## config.mk

```make
export PLATFORM = sky130hd
export DESIGN_NAME = sr_pulse_gen
export DESIGN_NICKNAME = d
export VERILOG_FILES = /design/src/rtl/sr_pulse_pkg.sv /design/src/rtl/sr_debounce.sv /design/src/rtl/sr_pulse_gen.sv
export SDC_FILE = /design/constraint.sdc
export NUM_CORES = 1
export LEC_CHECK = 0
export CELL_PAD_IN_SITES_DETAIL_PLACEMENT = 0
export CELL_PAD_IN_SITES_GLOBAL_PLACEMENT = 2
export CORE_MARGIN = 1.5
export CORE_UTILIZATION = 42
export CTS_BUF_LIST = sky130_fd_sc_hd__clkbuf_4 sky130_fd_sc_hd__clkbuf_8
export DETAILED_ROUTE_END_ITERATION = 16
export PLACE_DENSITY = 0.85
export SETUP_SLACK_MARGIN = 0.15
export SLEW_MARGIN = 25
export SYNTH_ARGS = -nofsm -noshare
export SYNTH_HDL_FRONTEND = slang
export SYNTH_HIERARCHICAL = 1
export SYNTH_SLANG_ARGS = --single-unit
```

## constraint.sdc

```tcl
create_clock -name clk -period 3.6 [get_ports clk]
set_clock_uncertainty 0.2 [all_clocks]
set_input_delay 0.72 -clock clk [delete_from_list [all_inputs] [get_ports clk]]
set_output_delay 0.72 -clock clk [all_outputs]
set_load 0.02 [all_outputs]
```

## src/rtl/sr_pulse_pkg.sv

```systemverilog
// sr_pulse_pkg: shared FSM state encoding and default parameter values for sr_pulse_gen
package sr_pulse_pkg;
  typedef enum logic [2:0] {INIT, IDLE, PULSE_S, PULSE_R, WAIT_REL} state_t;
  localparam int DEF_DEBOUNCE_CYCLES = 4;
  localparam int DEF_PULSE_W = 1;
endpackage

```

## src/rtl/sr_debounce.sv

```systemverilog
// sr_debounce: two-flop sync of raw_in, then counter debounce to level db (ports: clk, rst_n, raw_in -> db)
module sr_debounce
  import sr_pulse_pkg::*;
#(
  parameter int DEBOUNCE_CYCLES = DEF_DEBOUNCE_CYCLES
) (
  input  logic clk,
  input  logic rst_n,
  input  logic raw_in,
  output logic db
);
  logic sync1, sync2;
  logic [7:0] cnt;
  always_ff @(posedge clk or negedge rst_n)
    if (!rst_n) begin
      sync1 <= 1'b0;
      sync2 <= 1'b0;
      cnt <= 8'd0;
      db <= 1'b0;
    end else begin
      sync1 <= raw_in;
      sync2 <= sync1;
      if (sync2 == db) cnt <= 8'd0;
      else if (cnt == 8'(DEBOUNCE_CYCLES - 1)) begin
        db <= sync2;
        cnt <= 8'd0;
      end else cnt <= cnt + 8'd1;
    end
endmodule

```

## src/rtl/sr_pulse_gen.sv

```systemverilog
// sr_pulse_gen: debounced switch inputs set_raw/reset_raw -> exclusive PULSE_W-wide s/r pulses, e high in INIT, sticky conflict
module sr_pulse_gen
  import sr_pulse_pkg::*;
#(
  parameter int DEBOUNCE_CYCLES = DEF_DEBOUNCE_CYCLES,
  parameter int PULSE_W = DEF_PULSE_W
) (
  input  logic clk,
  input  logic rst_n,
  input  logic set_raw,
  input  logic reset_raw,
  output logic s,
  output logic r,
  output logic e,
  output logic conflict
);
  state_t state;
  logic set_db, reset_db, set_q, reset_q;
  logic [3:0] cnt;
  logic set_rise, reset_rise;
  sr_debounce #(.DEBOUNCE_CYCLES(DEBOUNCE_CYCLES)) u_set_db (
    .clk(clk), .rst_n(rst_n), .raw_in(set_raw), .db(set_db)
  );
  sr_debounce #(.DEBOUNCE_CYCLES(DEBOUNCE_CYCLES)) u_reset_db (
    .clk(clk), .rst_n(rst_n), .raw_in(reset_raw), .db(reset_db)
  );
  // edge detect against last cycle's level, so a level held high into IDLE is no rise
  assign set_rise = set_db & ~set_q;
  assign reset_rise = reset_db & ~reset_q;
  always_ff @(posedge clk or negedge rst_n)
    if (!rst_n) begin
      state <= INIT;
      s <= 1'b0;
      r <= 1'b0;
      e <= 1'b1;
      conflict <= 1'b0;
      cnt <= 4'd0;
      set_q <= 1'b0;
      reset_q <= 1'b0;
    end else begin
      set_q <= set_db;
      reset_q <= reset_db;
      case (state)
        INIT: begin
          state <= IDLE;
          e <= 1'b0;
        end
        IDLE:
          if (set_rise && reset_rise) begin
            state <= WAIT_REL;
            conflict <= 1'b1;
          end else if (set_rise) begin
            state <= PULSE_S;
            s <= 1'b1;
            cnt <= 4'd0;
          end else if (reset_rise) begin
            state <= PULSE_R;
            r <= 1'b1;
            cnt <= 4'd0;
          end
        PULSE_S, PULSE_R:
          if (cnt == 4'(PULSE_W - 1)) begin
            state <= WAIT_REL;
            s <= 1'b0;
            r <= 1'b0;
          end else cnt <= cnt + 4'd1;
        WAIT_REL: if (!set_db && !reset_db) state <= IDLE;
        default: state <= INIT;
      endcase
    end
endmodule

```

==> metrics.md <==
| Metric | Value |
|---|---|
| Antenna violations before repair | 0 |
| Logic pwr share | 28.5% |
| Post-Synthesis Cells | 146 |
| Worst-Margin Slew | 436.5 ps |
| Critical path required time | 2680 ps |
| Max-slew violation count | 0 |
| CP arrival | 1400 ps |
| Synthesized area | 0.001600 mm^2 |
| First drt pass iteration count | 4 |
| Part of the power in registers | 45.9% |
| CTS clock-pin slew for the worst setup and hold paths | 70 ps |
| Fillcell total | 336 |
| Power Internal | 0.8047 mW |
| Largest net degree at the start of global routing | 36 |
| All-layer global routing usage | 15.70% |
| Area grow syn2layout | 15.09% |
| RSZ-0062 raised after global routing | no |
| Min Hold Slack | 151.9 ps |
| DRC errors left | 0 |
| CP bufs+invs | 1 |
| CP max-delay cell | clkdlybuf4s50_1 |
| GP Congestion | 0.7886 |
| Count of final hold-check violations | 0 |
| Core area | 0.003661 mm^2 |
| Final setup fails | 0 |
| Remaining global-route overflow | 0 |
| Post-synth cell types | 34 |
| Max Clock Freq | 431.5 MHz |
| Lkg Pwr | 0.7957 nW |
| Synthesized area per cell | 10.96 um^2 |
| Post-cts resize count | 0 |
| Dpl hpwl | 1.945 mm |
| Via count | 1084 |
| Sequential-to-total area share from yosys stat | 54.81% |
| CP Cell Sequence | clkdlybuf4s50_1 |
| Clk buf depth | 2 |
| Status | complete, no violations |
| Cell area power density | 665.0 mW/mm^2 |
| Wirelength per Cell | 13.06 um |
| Max stage delay on crit path | 590 ps |
| I/O Buffers | 7 |
| Final wirelength | 2.743 mm |
| Max cap viols | 0 |
| Sw Share | 34.30% |
| Height of the chip | 64.73 um |
| Die W | 64.73 um |
| First-pass GRT wire length | 4.919 mm |
| Crit end category | primary output |
| Yosys warns | 6 |
| Rows | 22 |
| Crit-path max FO | 2 |
| Sw power | 0.4201 mW |
| Top Family by Delay on Critical Path | buffers and inverters |
| # diodes | 0 |
| Peak supply drop | 0.0004053 V |
| Root Buffer | clkbuf_8 |
| Final TNS setup | 0 ps |
| Share of the synthesized area in the top cell type | 53.17% |
| CTS H-tree lvls | 2 |
| CP Class | flop to primary output |
| Mapped Nets | 156 |
| Layout cells sized above 1 | 14.20% |
| CP startpoint kind | flop |
| Worst hold path class | flop to flop |
| Post-CTS Setup Bufs | 0 |
| Final Cycle Share | 64.38% |
| Routed vias/inst | 5.162 |
| Period minus WS final | 2318 ps |
| CTS tree | yes |
| DRT iter0 DRCs | 46 |
| Full die area | 0.004189 mm^2 |
| # IOs | 8 |
| Hold Buf Count CTS | 0 |
| Biggest area consumer among synthesized cells | dfrtp_1 |
| Synth area leaders | dfrtp_1 53%, ha_1 4.7%, nor2_1 4.0% |
| Clock Sinks | 35 |
| Synth Register Bits | 35 |
| Worst relative slew slack | 70.90% |
| Vias in the first global route | 1068 |
| Worst skew pair latency | 280 ps |
| Final Net Count | 171 |
| DRT antenna net count | 0 |
| Initial core utilization | 43.71% |
| TritonCTS buffer count | 5 |
| Clock share of power | 25.6% |
==> worst register-to-register path: stages (launching register included) <==
cell and delay [ps]:
dfrtp_1 410, inv_1 110, ha_1 140, or3b_1 420
nand2_2 170, o21ai_1 110, o21ai_1 140
==> final cells by class <==
class                           count  area (um^2)  share of cell area, %
Sequential cell                    35        877.1                  47.62
Timing Repair Buffer                8        77.57                  4.212
Inverter                            8        30.03                  1.630
Clock inverter                      1        7.507                 0.4076
Tap cell                           48        60.06                  3.261
Clock buffer                        7        96.34                  5.231
Multi-Input combinational cell    103        693.2                  37.64
==> final timing paths <==
| path | startpoint | end | slack, ps | depth (start not counted) |
|---|---|---|---|---|
| setup / recovery | e$_DFFE_PN1N_ | e | 1280 | 1 |
| min in group asynchronous | rst_n | cnt[2]$_DFFE_PN0P_ | 640 | 2 |
| hold / removal | u_set_db/sync1$_DFF_PN0_ | u_set_db/sync2$_DFF_PN0_ | 150 | 0 |
| max in group asynchronous | rst_n | e$_DFFE_PN1N_ | 2220 | 2 |
| hold reg to reg | u_set_db/sync1$_DFF_PN0_ | u_set_db/sync2$_DFF_PN0_ | 150 | 0 |
| setup reg to reg | cnt[0]$_DFFE_PN0P_ | cnt[0]$_DFFE_PN0P_ | 1830 | 6 |
==> logic make-up after synthesis <==
family | after synthesis | share of synthesized area (%)
adder cells (fa/ha/maj) | 6 | 4.691
flip-flops | 35 | 54.81
XOR/XNOR | 9 | 4.925
AO/OA/AOI/OAI | 27 | 10.87
multiplexers | 2 | 1.407
AND/OR/NAND/NOR | 59 | 21.42
buffers and inverters | 8 | 1.877
==> cells in the mapped netlist, drive strengths merged <==
| library cell | number |
|---|---|
| or3b | 2 |
| inv | 8 |
| nor3b | 1 |
| nor2b | 1 |
| nor4b | 2 |
| nor2 | 18 |
| nor3 | 3 |
| ha | 6 |
| o31a | 2 |
| a31o | 1 |
| nand4 | 2 |
| a21o | 2 |
| o211ai | 1 |
| o32ai | 1 |
| a21oi | 7 |
| and4b | 1 |
| a211oi | 1 |
| a31oi | 1 |
| nand2 | 7 |
| xor2 | 4 |
| xnor2 | 5 |
| nand3 | 12 |
| or3 | 7 |
| nand2b | 1 |
| mux2 | 2 |
| dfrtp | 34 |
| and2b | 2 |
| dfstp | 1 |
| o21ai | 11 |
==> metrics by stage <==
stage | util [%] | power (mW) | setup WS, ps | cells | cell area [um^2]
after CTS | 50.31 | 1.236 | 1271 | 210 | 1842
after global routing | 50.31 | 1.309 | 1246 | 210 | 1842
after floorplan | - | 0.8027 | 2028 | 146 | 1600
after global placement | 47.47 | 0.9026 | 1584 | 202 | 1738
after detailed placement | 47.47 | 0.9231 | 1584 | 202 | 1738
final | 50.31 | 1.225 | 1282 | 210 | 1842
==> power groups by stage <==
stage / combinational [mW] / clock, mW / sequential [mW]
after floorplan: 0.237 / 0 / 0.566
after global placement: 0.340 / 0 / 0.563
after detailed placement: 0.354 / 0 / 0.569
after CTS: 0.355 / 0.320 / 0.562
after global routing: 0.392 / 0.338 / 0.579
final: 0.350 / 0.313 / 0.562
==> placed cells by master (no fill, tap or decap), types with 2 or more instances in the layout <==
cell	count
a21o_1	2
a21oi_1	5
a21oi_2	2
and2b_1	2
clkbuf_8	7
clkdlybuf4s50_1	7
dfrtp_1	34
ha_1	6
inv_1	8
mux2_2	2
nand2_1	6
nand3_1	12
nand4_2	2
nor2_1	17
nor3_1	3
nor4b_2	2
o21ai_0	9
o21ai_1	2
o31a_1	2
or3_1	7
xnor2_1	5
xor2_1	4
==> registers in the layout (all words and copies together), names as in the netlist, 3 cells and up <==
register        count
cnt                 4
state               3
u_reset_db/cnt      8
u_set_db/cnt        8
==> per-layer routing <==
metal	GRT usage (%)	vias to the layer above	share of wire, %
li1	-	542	-
met1	19.07	516	48
met2	25.64	20	47
met3	4.688	6	3.2
met4	7.181	0	2.1
met5	0	-	0
No activity file was read; power rests on OpenSTA's default activity.
